File: src/rtl/fifo_arb_pkg.sv
// Shared types and defaults for the FIFO write-port arbiter family.
package fifo_arb_pkg;

    localparam int DEFAULT_DATA_WIDTH = 8;

    typedef enum logic {
        IDLE = 1'b0,
        XFER = 1'b1
    } arb_state_t;

endpackage

File: src/rtl/fifo_write_arbiter_rr_pick.sv
// Combinational circular priority picker: the first requester with req high,
// searching from rr_ptr+1 upwards and wrapping at NUM_REQ-1.
module rr_pick #(
    parameter int NUM_REQ = 4,
    parameter int IDX_W   = $clog2(NUM_REQ)
) (
    input  logic [NUM_REQ-1:0] req,
    input  logic [IDX_W-1:0]   rr_ptr,
    output logic               found,
    output logic [IDX_W-1:0]   idx
);

    logic [IDX_W-1:0]   cand_idx [NUM_REQ];
    logic [NUM_REQ-1:0] cand_hit;

    // Candidate gi sits gi+1 positions after rr_ptr; the sum never reaches
    // 2*NUM_REQ, so a single conditional subtract performs the wrap.
    generate
        for (genvar gi = 0; gi < NUM_REQ; gi++) begin : g_cand
            logic [IDX_W:0] sum_w;
            logic [IDX_W:0] wrap_w;
            assign sum_w         = {1'b0, rr_ptr} + (IDX_W+1)'(gi + 1);
            assign wrap_w        = (sum_w >= (IDX_W+1)'(NUM_REQ)) ?
                                   (sum_w - (IDX_W+1)'(NUM_REQ)) : sum_w;
            assign cand_idx[gi]  = wrap_w[IDX_W-1:0];
            assign cand_hit[gi]  = req[cand_idx[gi]];
        end
    endgenerate

    // Scan from the farthest candidate down so the nearest hit wins.
    always_comb begin
        found = 1'b0;
        idx   = '0;
        for (int k = NUM_REQ - 1; k >= 0; k--) begin
            if (cand_hit[k]) begin
                found = 1'b1;
                idx   = cand_idx[k];
            end
        end
    end

endmodule

File: src/rtl/fifo_write_arbiter.sv
// Round-robin owner of the UART byte FIFO write port. One requester holds the
// grant for a packet or BURST_MAX bytes; writes are gated on fifo_full.
module fifo_write_arbiter
    import fifo_arb_pkg::*;
#(
    parameter int NUM_REQ    = 4,
    parameter int DATA_WIDTH = DEFAULT_DATA_WIDTH,
    parameter int BURST_MAX  = 4
) (
    input  logic                          clk,
    input  logic                          reset,
    input  logic [NUM_REQ-1:0]            req,
    input  logic [NUM_REQ*DATA_WIDTH-1:0] req_data,
    input  logic [NUM_REQ-1:0]            req_last,
    output logic [NUM_REQ-1:0]            ack,
    input  logic                          fifo_full,
    output logic                          fifo_write_enable,
    output logic [DATA_WIDTH-1:0]         fifo_data_in,
    output logic                          grant_valid,
    output logic [$clog2(NUM_REQ)-1:0]    grant_id
);

    localparam int ID_W    = $clog2(NUM_REQ);
    localparam int BURST_W = $clog2(BURST_MAX + 1);

    arb_state_t         state_reg, state_next;
    logic [ID_W-1:0]    grant_id_reg, grant_id_next;
    logic               grant_valid_reg, grant_valid_next;
    logic [ID_W-1:0]    rr_ptr_reg, rr_ptr_next;
    logic [BURST_W-1:0] burst_cnt_reg, burst_cnt_next;

    logic               pick_found;
    logic [ID_W-1:0]    pick_idx;
    logic               cur_req;
    logic               cur_last;
    logic               write_en;
    logic [BURST_W-1:0] burst_inc;
    logic [DATA_WIDTH-1:0] data_slice [NUM_REQ];

    rr_pick #(
        .NUM_REQ (NUM_REQ),
        .IDX_W   (ID_W)
    ) u_rr_pick (
        .req    (req),
        .rr_ptr (rr_ptr_reg),
        .found  (pick_found),
        .idx    (pick_idx)
    );

    // Per-requester data slices and one-hot ack decode against the grant.
    generate
        for (genvar gi = 0; gi < NUM_REQ; gi++) begin : g_port
            assign data_slice[gi] = req_data[gi*DATA_WIDTH +: DATA_WIDTH];
            assign ack[gi]        = write_en && (grant_id_reg == ID_W'(gi));
        end
    endgenerate

    assign cur_req           = req[grant_id_reg];
    assign cur_last          = req_last[grant_id_reg];
    assign write_en          = (state_reg == XFER) && cur_req && !fifo_full;
    assign burst_inc         = burst_cnt_reg + BURST_W'(1);
    assign fifo_write_enable = write_en;
    assign fifo_data_in      = data_slice[grant_id_reg];
    assign grant_valid       = grant_valid_reg;
    assign grant_id          = grant_id_reg;

    // Next-state logic: arbitrate in IDLE, count bytes and release in XFER.
    always_comb begin
        state_next       = state_reg;
        grant_id_next    = grant_id_reg;
        grant_valid_next = grant_valid_reg;
        rr_ptr_next      = rr_ptr_reg;
        burst_cnt_next   = burst_cnt_reg;
        case (state_reg)
            IDLE: begin
                if (pick_found) begin
                    state_next       = XFER;
                    grant_id_next    = pick_idx;
                    grant_valid_next = 1'b1;
                    burst_cnt_next   = '0;
                end
            end
            XFER: begin
                if (write_en) begin
                    burst_cnt_next = burst_inc;
                    if (cur_last || (burst_inc == BURST_W'(BURST_MAX))) begin
                        state_next       = IDLE;
                        grant_valid_next = 1'b0;
                        rr_ptr_next      = grant_id_reg;
                    end
                end else if (!cur_req) begin
                    // Requester walked away mid-packet; release the port.
                    state_next       = IDLE;
                    grant_valid_next = 1'b0;
                    rr_ptr_next      = grant_id_reg;
                end
            end
            default: state_next = IDLE;
        endcase
    end

    // State and grant registers; rr_ptr starts at the top so requester 0 wins first.
    always_ff @(posedge clk or posedge reset) begin
        if (reset) begin
            state_reg       <= IDLE;
            grant_id_reg    <= '0;
            grant_valid_reg <= 1'b0;
            rr_ptr_reg      <= ID_W'(NUM_REQ - 1);
            burst_cnt_reg   <= '0;
        end else begin
            state_reg       <= state_next;
            grant_id_reg    <= grant_id_next;
            grant_valid_reg <= grant_valid_next;
            rr_ptr_reg      <= rr_ptr_next;
            burst_cnt_reg   <= burst_cnt_next;
        end
    end

endmodule

File: config.mk
export PLATFORM = sky130hd
export DESIGN_NAME = fifo_write_arbiter
export DESIGN_NICKNAME = d
export VERILOG_FILES = /design/src/rtl/fifo_arb_pkg.sv /design/src/rtl/fifo_write_arbiter_rr_pick.sv /design/src/rtl/fifo_write_arbiter.sv
export SDC_FILE = /design/constraint.sdc
export NUM_CORES = 1
export LEC_CHECK = 0
export CORE_MARGIN = 2
export CORE_UTILIZATION = 31
export CTS_CLUSTER_DIAMETER = 120
export DETAILED_ROUTE_END_ITERATION = 6
export PLACE_DENSITY = 0.82
export SYNTH_ARGS = -nofsm -noshare
export SYNTH_HDL_FRONTEND = slang
export SYNTH_SLANG_ARGS = --single-unit
File: constraint.sdc
create_clock -name clk -period 1.67 [get_ports clk]
set_input_delay 0.4175 -clock clk [delete_from_list [all_inputs] [get_ports clk]]
set_output_delay 0.4175 -clock clk [all_outputs]
set_load 0.02 [all_outputs]
# After elaboration in Yosys (flattened, before gate mapping)
# Index checks and enable logic that the tools add are counted.
[classes]
n_addsub = 9
bitwise_logic = 2
n_reduce_logical = 13
n_eq_ne = 10
order_cmp = 10
mux = 43
[op_table]
columns = ["cell", "count"]
rows = [
  ["2-bit 2-to-1 mux", 11],
  ["1-bit 2-to-1 mux", 18],
  ["8-bit binary-select mux with 2-bit select", 1],
  ["8-bit 2-to-1 mux", 2],
  ["3-bit >= comparator, second input constant", 5],
  ["2-bit by 3-bit < comparator with 1-bit output, second input constant", 5],
  ["1-bit binary-select mux with 2-bit select", 6],
  ["2-bit by 1-bit subtractor with 2-bit output, second input constant", 4],
  ["2-bit by 2-bit adder with 3-bit output, second input constant", 2],
  ["1-bit logical AND", 6],
  ["3-bit 2-to-1 mux", 2],
  ["2-bit by 1-bit != test with 1-bit output, second input constant", 3],
  ["3-bit by 2-bit != test with 1-bit output, second input constant", 2],
  ["3-bit case mux with 2 select lines", 1],
  ["3-bit AND reduction", 2],
  ["2-bit == test, second input constant", 2],
  ["1-bit case mux with 2 select lines", 2],
  ["2-bit AND reduction", 2],
  ["2-bit by 1-bit adder with 3-bit output, second input constant", 1],
  ["2-bit by 3-bit adder with 3-bit output, second input constant", 1],
  ["3-bit by 1-bit adder with 3-bit output, second input constant", 1],
  ["3-bit == test, second input constant", 1],
  ["2-bit inverter with 3-bit output", 1],
  ["2-bit by 1-bit == test with 1-bit output, second input constant", 1],
  ["5 further kinds", 5],
]
[word_totals]
out_inout_bits = 16
in_bits = 43
reg_bits = 9
elab_cells = 92

# Depth between registers and ports, before layout
# Gate-level depths: netlist of run 1.
[logic_depth]
ltp_word = 11
ltp_mapped = 5
mapped_depth_nobuf = 5

# Hierarchy
# From an unflattened synthesis of run 1, not the netlist that was laid out.
[unflattened]
cells_unflattened = 74
area_unflattened_um2 = 822.0
[modules_own_cells]
columns = ["module", "seq_area_each_um2", "area_each_um2", "n_inst", "cells_each"]
rows = [
  ["fifo_write_arbiter", 227.7, 730.7, 1, 60],
  ["rr_pick", 0.0, 91.3, 1, 14],
]

# Least setup slack after synthesis of run 1
# Ideal clock, no wire load.
[synth_path]
kind = "register to output"
start = "register grant_id_reg[0], in the netlist grant_id[0]"
end = "output port ack[0]"
arrival_time_ps = 1526
setup_slack_ps = -274
required_ps = 1252
n_path_buf = 2
stages_incl_launch_ff = 4
cell_sequence = "dfrtp_1 -> buf_6 -> buf_2 -> nor4bb_1"
[synth_between]
elab_chain_cells = 5
word_cells_on_any_way = 6
cone_classes = "mux: 2; reduce/logical: 4"
[synth_lines]
columns = ["item", "line", "rtl"]
rows = [
  ["start: declaration", "fifo_write_arbiter.sv:27", "logic [ID_W-1:0] grant_id_reg, grant_id_next;"],
  ["start signal: assignment", "fifo_write_arbiter.sv:112", "grant_id_reg <= grant_id_next;"],
  ["1-bit binary-select mux with 2-bit select", "fifo_write_arbiter.sv:58", "assign cur_req = req[grant_id_reg];"],
  ["1-bit 2-to-1 mux (implied by the code)", "fifo_write_arbiter.sv:58", ""],
  ["1-bit logical AND (2 in a row)", "fifo_write_arbiter.sv:60", "assign write_en = (state_reg == XFER) && cur_req && !fifo_full;"],
  ["1-bit logical AND *", "fifo_write_arbiter.sv:54", "assign ack[gi] = write_en && (grant_id_reg == ID_W'(gi));"],
  ["end: declaration", "fifo_write_arbiter.sv:15", "output logic [NUM_REQ-1:0] ack,"],
]
# Mark *: on every way between the ends. The rest lies on a longest branch, timed or not. The select of a mux whose other input is x is not followed.

# Worst setup path after layout of run 1
[layout_path]
start = "register grant_id_reg[0], in the netlist grant_id[0]"
end = "output port fifo_data_in[2]"
[layout_between]
elab_chain_cells = 4
[layout_lines]
columns = ["item", "line", "rtl"]
rows = [
  ["2-bit inverter with 3-bit output (implied by the code)", "fifo_write_arbiter.sv:63", "assign fifo_data_in = data_slice[grant_id_reg];"],
  ["8-bit binary-select mux with 2-bit select", "fifo_write_arbiter.sv:63", ""],
  ["8-bit 2-to-1 mux (implied by the code) (2 in a row)", "fifo_write_arbiter.sv:63", ""],
  ["end: declaration", "fifo_write_arbiter.sv:18", "output logic [DATA_WIDTH-1:0] fifo_data_in,"],
]
# Every way passes these cells. The select of a mux whose other input is x is not followed.

==> results of run 1 <==
worst max-delay path: stages (launching register included):
cell     delay, ns
dfrtp_4       0.51
buf_6         0.15
buf_6         0.11
mux4_2        0.44
buf_6         0.15
what timing repair did:
| action | 4_1_cts | 5_1_grt |
|---|---|---|
| endpoints found under the setup margin | 21 | 22 |
| cloned | 0 | 0 |
| setup buffers | 12 | 8 |
| pin swaps | 3 | 3 |
| gates resized for setup | 103 | 10 |
cells in the mapped netlist, types with 2 or more instances:
cell and instances:
mux4_2 9, a21o_1 2, mux2_4 2, buf_6 2, nor2_1 2, dfrtp_1 7, ha_1 2, nand2b_1 3
nor2b_1 2, and4b_1 2, inv_1 4, mux2i_1 3, dfstp_2 2, nand2_1 2, o31ai_1 2, o21a_1 2
a21oi_1 3, buf_2 2
cells by family after synthesis:
group                    share of synthesized area
AO/OA/AOI/OAI                                0.130
AND/OR/NAND/NOR                              0.142
XOR/XNOR                                    0.0105
adder cells (fa/ha/maj)                     0.0299
buffers and inverters                       0.0568
multiplexers                                 0.359
flip-flops                                   0.272
report_power, final:
group          switching (mW)  leakage (nW)  internal [mW]
Combinational           0.865         0.700           1.30
Sequential              0.101         0.107          0.345
Clock                  0.0770        0.0150         0.0922
per-stage QoR:
stage / area, um^2 / hold slack, ns / setup TNS (ns) / util / worst slack, ns
floorplan: 852 / 0.244 / -0.257 / - / -0.0549
global placement: 1550 / 0.485 / -11.14 / 0.615 / -0.873
detailed placement: 1550 / 0.493 / -11.62 / 0.615 / -0.898
CTS: 1700 / 0.419 / -4.30 / 0.674 / -0.371
global route: 1780 / 0.432 / -6.03 / 0.704 / -0.409
finish: 1780 / 0.409 / -5.15 / 0.704 / -0.378
area by class of cell:
type / instances / area (um^2) / share of cell area
repair buffers: 91 / 863 / 0.486
multi-input cells: 50 / 602 / 0.339
flip-flops and latches: 9 / 233 / 0.131
well taps: 30 / 37.5 / 0.0211
clock buffers: 4 / 26.3 / 0.0148
inverters: 4 / 15.0 / 0.00845
final timing paths:
check / endpoint / slack [ns] / cells after the start
min in group clk: grant_valid / 0.50 / 1
hold / removal: burst_cnt_reg[0] / 0.41 / 2
max in group asynchronous: rr_ptr_reg[0] / 0.97 / 2
setup reg to reg: rr_ptr_reg[1] / -0.36 / 7
hold reg to reg: grant_valid / 0.50 / 1
setup / recovery: fifo_data_in[2] / -0.38 / 4
per-layer routing:
layer | track usage | share of wire | vias up | wire length (um)
met1 | 0.200 | 0.40 | 458 | 1230
met5 | 0 | 0 | - | 0
met2 | 0.353 | 0.50 | 56 | 1540
met4 | 0.0408 | 0.018 | 0 | 54
li1 | - | - | 448 | -
met3 | 0.0442 | 0.076 | 6 | 232
placed cells by master, fill, tap and decap left out, types with 2 or more instances in the layout:
master,Yosys,final
a21o_1,2,2
buf_2,2,2
dfrtp_1,7,5
o21ai_4,1,2
a21oi_1,3,3
o21a_1,2,2
mux2_4,2,2
buf_6,2,22
mux2i_1,3,3
nor2_1,2,2
nand2_1,2,2
dfstp_2,2,2
mux4_2,9,10
buf_4,0,24
clkbuf_4,0,3
and4b_1,2,2
ha_1,2,2
clkdlybuf4s50_1,0,36
nor2b_4,1,2
inv_1,4,3
nand2b_1,3,3
dlygate4sd2_1,0,6
==> out/metrics.yaml, run 1 <==
status:
  status: "finished, violations left"
  violations: "negative setup slack"
cts:
  path_clk_slew_ns: 0.06
  postCtsHoldBufs: 0
  ctsHtreeMaxLevel: 1
  cts_sinks: 9
  clock_path_buffers: 2
  cts_tree: "done"
  cts-buffers-inserted: 3
  clk_latency_ns: 0.26
  root_buffer: "clkbuf_4"
timing:
  setup_viol: 20
  worst_slew_pin_slew_ns: 0.341
  period_share: 1.23
  rsz0062_at_grt: "yes"
  period_minus_slack_ns: 2.05
  setup_ws_ns: -0.378
  hold_viol_final: 0
  max_slew_margin: 0.773
  fmax_mhz: 488
  drv_slew: 0
  fin_skew_ns: 0.00137
global_route:
  grt_max_degree: 14
  globalRouteOverflowTotal: 0
  antenna_found_initial: 0
  grt_pass1_vias: 1019
  grt_use_total: 0.183
  grt_pass1_wl_mm: 4.53
cells_and_area:
  areaGrowthSynthToFinish_pct: 112
  nets: 204
  insertedDiodeCount: 0
  n_fill_cell: 182
  largest_register_ffs: 3
  final_cells: 188
  layout-drive-gt1-share: 0.487
synthesis:
  synth_edf_count: 0
  synth_top_flop_cell: "dfrtp_1"
  yosysTopAreaCellShare: 0.242
  syn_inst: 67
  synth_area_um2: 837
  syn_avg_cell_area_um2: 12.5
  synth_area_leaders: "mux4_2, dfrtp_1, dfstp_2"
  synth.distinct_cells: 32
  ys_seq_area_frac: 0.272
  synth-seq-cells: 9
  synthesis.nets: 112
  ys_async_sr_fraction: 1.00
  yosysTopAreaCell: "mux4_2"
  ys_warn_count: 0
placed_design:
  dp_cells: 167
  hpwl_mm: 2.08
  portBuffers: 58
  globalplace.congestion: 0.816
power_and_ir_drop:
  p_leak_nw: 0.822
  vdd_drop_max_uv: 1030
  cellPowerDensity_mw_per_mm2: 1570
  finalPower_mw: 2.79
flow_run:
  maxCapViolations: 0
detailed_routing:
  vias: 968
  dr.pass1.iters: 6
  drcViolationCount: 0
  antenna_left: 0
  drt_iter0_drc: 20
  avgRoutedWirePerCell_um: 16.3
  wl_mm: 3.06
  via_per_inst: 5.15
worst_setup_path:
  arrival_ns: 1.63
  criticalPathCategory: "register to output port"
  cp-end-kind: "output port"
  critPathLaunchType: "register"
  cp-startpoint: "grant_id[0]"
  path_max_fanout: 6
  cp.required_ns: 1.25
  worstReg2RegStart: "grant_id[0]"
floorplan:
  die_h_um: 56.0
  die_area_mm2: 0.00313
  die_width_um: 56.0
  io_pins: 59
  initial_core_util: 0.332
  row_count: 18
  core_mm2: 0.00252
min_path:
  worst_hold_path_type: "input pin to asynchronous set/reset pin"
Note: power is estimated with default switching activity, not from simulation.
==> inputs of run 2 (changes only) <==
- GPL_TIMING_DRIVEN: not set -> 0
==> out/metrics.yaml, run 2 (same netlist as run 1, synthesis figures left out) <==
global_route:
  grt_max_degree: 10
  grt_pass1_wl_mm: 4.49
  grt_pass1_vias: 963
  globalRouteOverflowTotal: 0
  antenna_found_initial: 0
  grt_use_total: 0.180
  met1_usage: 0.203
  top_usage_layer: "met2"
  met2_usage: 0.318
  grt_use_met3: 0.0488
min_path:
  worst_hold_path_type: "input pin to asynchronous set/reset pin"
worst_setup_path:
  endpoint: "fifo_data_in[6]"
  arrival_ns: 1.55
  rr_endpoint: "rr_ptr_reg[1]"
  r2r_cells: 6
  path_buf_inv: 3
  cp-end-kind: "output port"
  crit_family: "multiplexers"
  cp.required_ns: 1.25
  critPathLaunchType: "register"
  worstReg2RegStart: "grant_id[0]"
  cp-startpoint: "grant_id[0]"
  reg2reg_slack_ns: -0.19
  criticalPathCategory: "register to output port"
  cpMostUsedCell: "buf_8"
  cp_slowest_cell: "mux4_2"
  cp.depth: 4
  crit_chain: "buf_8, buf_8, mux4_2, buf_6"
  critical_path.max_stage_delay_ns: 0.51
  path_max_fanout: 7
cts:
  postCtsHoldBufs: 0
  ctsHtreeMaxLevel: 1
  cts_tree: "done"
  root_buffer: "clkbuf_4"
  clk_latency_ns: 0.26
  cts_sinks: 9
  path_clk_slew_ns: 0.06
  clock_path_buffers: 2
  cts-buffers-inserted: 3
detailed_routing:
  antenna_left: 0
  wl_mm: 2.85
  via_per_inst: 5.09
  avgRoutedWirePerCell_um: 15.8
  vias: 921
  drcViolationCount: 0
  dr.pass1.iters: 4
  drt_iter0_drc: 27
timing:
  rsz0062_at_grt: "yes"
  setup_viol: 17
  worst_slew_pin_slew_ns: 0.349
  hold_viol_final: 0
  fin_skew_ns: 0.00383
  fmax_mhz: 508
  max_slew_margin: 0.767
  period_minus_slack_ns: 1.97
  drv_slew: 0
  period_share: 1.18
  setup_ws_ns: -0.300
  tns_ns: -3.85
flow_run:
  maxCapViolations: 0
floorplan:
  io_pins: 59
  initial_core_util: 0.332
  die_area_mm2: 0.00313
  core_mm2: 0.00252
  row_count: 18
  die_h_um: 56.0
  die_width_um: 56.0
cells_and_area:
  areaGrowthSynthToFinish_pct: 113
  fin_util: 0.707
  final_area_mm2: 0.00178
  layout-drive-gt1-share: 0.457
  largest_register_ffs: 3
  nets: 197
  final_common_cell: "clkdlybuf4s50_1"
  insertedDiodeCount: 0
  final_cell_mix: "clkdlybuf4s50_1, buf_6, buf_4"
  final_cells: 181
power_and_ir_drop:
  cellPowerDensity_mw_per_mm2: 1620
  finalPower_mw: 2.89
  vdd_drop_max_uv: 1240
  p_leak_nw: 0.824
placed_design:
  portBuffers: 58
  place_area_mm2: 0.00147
  globalplace.congestion: 0.789
  hpwl_mm: 2.03
  dp_cells: 155
status:
  violations: "negative setup slack"
  status: "finished, violations left"
## run 2: per-layer routing
layer,wire length (um),vias up,share of wire
met5,0,-,0
met4,44,0,0.015
met3,246,4,0.086
met2,1450,49,0.51
met1,1110,436,0.39
li1,-,432,-
## run 2: cell type report
class | instances | area [um^2]
Clock buffer | 4 | 26.3
Sequential cell | 9 | 231
Multi-Input combinational cell | 50 | 602
Buffer | 4 | 56.3
Timing Repair Buffer | 80 | 815
Fill cell | 180 | 739
Inverter | 4 | 15.0
Tap cell | 30 | 37.5
## run 2: worst register-to-register path, stage by stage (launching register included)
cell	delay, ns
dfrtp_2	0.37
buf_8	0.14
buf_6	0.11
mux4_2	0.49
nor2b_4	0.16
o21ai_4	0.21
mux2_4	0.32
## run 2: what timing repair did
item | CTS | global route
resized for setup | 93 | 12
cloned | 1 | 1
setup endpoints to repair | 18 | 20
setup buffers | 14 | 7
pin swaps | 2 | 5
## run 2: how the worst min path moves through the flow
stage                  endpoint  slack, ns  depth (start not counted)
5_1_grt        burst_cnt_reg[2]       0.44                          2
2_1_floorplan  burst_cnt_reg[0]       0.24                          1
6_report       burst_cnt_reg[2]       0.41                          2
3_3_place_gp        grant_valid       0.49                          1
4_1_cts        burst_cnt_reg[2]       0.41                          2
3_5_place_dp        grant_valid       0.49                          1
## run 2: power by group
group	total, mW	switching (mW)	internal [mW]	leakage [nW]
registers	0.443	0.102	0.341	0.106
clock network	0.168	0.0764	0.0921	0.0150
logic	2.28	0.868	1.41	0.703
total	2.89	1.05	1.84	0.824
## run 2: stage by stage
| step | hold WS (ns) | setup WS (ns) |
|---|---|---|
| after global placement | 0.489 | -0.963 |
| after CTS | 0.407 | -0.317 |
| final | 0.410 | -0.300 |
| after detailed placement | 0.492 | -0.980 |
| after global routing | 0.438 | -0.350 |
| after floorplan | 0.244 | -0.0549 |
==> inputs of run 3 (changes only) <==
--- a/config.mk
+++ b/config.mk
@@ -10,6 +10,5 @@
 export CTS_CLUSTER_DIAMETER = 120
 export DETAILED_ROUTE_END_ITERATION = 6
-export GPL_TIMING_DRIVEN = 0
-export PLACE_DENSITY = 0.82
+export PLACE_DENSITY = 0.74
 export SYNTH_ARGS = -nofsm -noshare
 export SYNTH_HDL_FRONTEND = slang
==> constraint.sdc (replaced) <==
create_clock -name clk -period 1.67 [get_ports clk]
set_input_delay 0.334 -clock clk [delete_from_list [all_inputs] [get_ports clk]]
set_output_delay 0.334 -clock clk [all_outputs]
set_load 0.02 [all_outputs]
==> out/metrics.yaml, run 3 (same netlist as run 1, synthesis figures left out) <==
worst_setup_path:
  r2r_cells: 6
  reg2reg_slack_ns: -0.18
  path_buf_inv: 2
  criticalPathCategory: "register to register"
  path_max_fanout: 6
  cp.required_ns: 1.86
  crit_chain: "buf_6, buf_6, mux4_2, nor2b_4, o21ai_4, mux2_4"
  cp_slowest_cell: "mux4_2"
  rr_endpoint: "rr_ptr_reg[0]"
  critical_path.max_stage_delay_ns: 0.49
  cp-end-kind: "register"
  cpMostUsedCell: "buf_6"
  crit_family: "multiplexers"
  arrival_ns: 2.04
  critPathLaunchType: "register"
  worstReg2RegStart: "grant_id[0]"
detailed_routing:
  antenna_left: 0
  dr.pass1.iters: 4
  via_per_inst: 5.13
  avgRoutedWirePerCell_um: 15.1
  wl_mm: 2.75
  drcViolationCount: 0
  drt_iter0_drc: 13
  vias: 934
floorplan:
  initial_core_util: 0.332
  row_count: 18
  die_width_um: 56.0
  die_h_um: 56.0
  io_pins: 59
  die_area_mm2: 0.00313
  core_mm2: 0.00252
min_path:
  worst_hold_path_type: "input pin to asynchronous set/reset pin"
global_route:
  grt_use_total: 0.183
  antenna_found_initial: 0
  grt_max_degree: 10
  globalRouteOverflowTotal: 0
  grt_pass1_vias: 1039
  grt_pass1_wl_mm: 4.57
timing:
  drv_slew: 0
  tns_ns: -1.44
  setup_viol: 15
  fin_skew_ns: 0.00881
  fmax_mhz: 541
  hold_viol_final: 0
  worst_slew_pin_slew_ns: 0.345
  period_minus_slack_ns: 1.85
  max_slew_margin: 0.770
  rsz0062_at_grt: "yes"
  period_share: 1.11
  setup_ws_ns: -0.177
cells_and_area:
  insertedDiodeCount: 0
  nets: 198
  n_fill_cell: 200
  areaGrowthSynthToFinish_pct: 105
  layout-drive-gt1-share: 0.461
  largest_register_ffs: 3
  final_area_mm2: 0.00171
  final_common_cell: "clkdlybuf4s50_1"
  final_cell_mix: "clkdlybuf4s50_1, buf_4, buf_6"
placed_design:
  place_area_mm2: 0.00161
  globalplace.congestion: 0.780
  hpwl_mm: 2.17
  portBuffers: 58
  place_ws_ns: -0.668
cts:
  clock_path_buffers: 2
  postCtsHoldBufs: 0
  cts_tree: "done"
  clk_latency_ns: 0.27
  root_buffer: "clkbuf_4"
  cts_sinks: 9
  ctsHtreeMaxLevel: 1
  path_clk_slew_ns: 0.07
  cts-buffers-inserted: 3
power_and_ir_drop:
  switchingPower_mw: 0.988
  vdd_drop_max_uv: 1380
  netSwitchingFraction: 0.377
  combPwrFrac: 0.771
  cellPowerDensity_mw_per_mm2: 1530
  clockPowerShare: 0.066
  power_frac_seq: 0.163
  p_int_mw: 1.63
  p_leak_nw: 0.790
status:
  violations: "negative setup slack"
  status: "finished, violations left"
flow_run:
  maxCapViolations: 0
run 3: cell types whose count changed in the layout (fill, tap and decap cells not counted), sizes merged:
| cell | change |
|---|---|
| buf | +2 |
| dlygate4sd2 | -4 |
| clkdlybuf4s50 | +3 |
| dlymetal6s2s | +1 |
| clkbuf | -1 |
run 3: layer usage:
| metal | vias to the layer above | global-route usage | share of wire |
|---|---|---|---|
| li1 | 433 | - | - |
| met1 | 448 | 0.197 | 0.36 |
| met2 | 48 | 0.338 | 0.53 |
| met3 | 5 | 0.0395 | 0.087 |
| met4 | 0 | 0.0816 | 0.020 |
| met5 | - | 0 | 0 |
run 3: final cells by class:
type	instances	area, um^2	share of cell area
tap	30	37.5	0.0219
multi-input combinational	50	581	0.339
clock buffer	4	26.3	0.0153
inverter	4	15.0	0.00877
timing repair buffer	85	823	0.481
sequential	9	230	0.134
run 3: per-stage QoR:
step / cells / power (mW) / hold WS [ns] / util
final: 182 / 2.62 / 0.329 / 0.679
after global routing: 182 / 2.78 / 0.355 / 0.679
after CTS: 181 / 2.57 / 0.336 / 0.664
after detailed placement: 173 / 2.23 / 0.486 / 0.638
after global placement: 173 / 2.18 / 0.485 / 0.638
after floorplan: 67 / 1.44 / 0.160 / -
run 3: worst max path at each step:
| stage | from | endpoint | slack [ns] | cells after the start |
|---|---|---|---|---|
| final | grant_id[0] | rr_ptr_reg[0] | -0.18 | 6 |
| after global routing | grant_id[0] | rr_ptr_reg[0] | -0.24 | 6 |
| after CTS | grant_id[0] | rr_ptr_reg[0] | -0.21 | 6 |
| after detailed placement | req[1] | fifo_write_enable | -0.67 | 5 |
| after global placement | req[1] | fifo_write_enable | -0.66 | 5 |
| after floorplan | grant_id[0] | rr_ptr_reg[0] | -0.05 | 5 |
run 3: power by group through the flow:
stage / clock network [mW] / registers (mW) / logic, mW
after floorplan: 0 / 0.469 / 0.975
after global placement: 0 / 0.475 / 1.71
after detailed placement: 0 / 0.484 / 1.74
after CTS: 0.180 / 0.428 / 1.96
after global routing: 0.190 / 0.448 / 2.14
final: 0.173 / 0.428 / 2.02
run 3: timing repair:
| action | CTS | global route |
|---|---|---|
| endpoints found under the setup margin | 21 | 17 |
| buffers inserted | 4 | 1 |
| gates cloned | 0 | 0 |
| pin swaps | 3 | 3 |
| gates resized for setup | 87 | 9 |
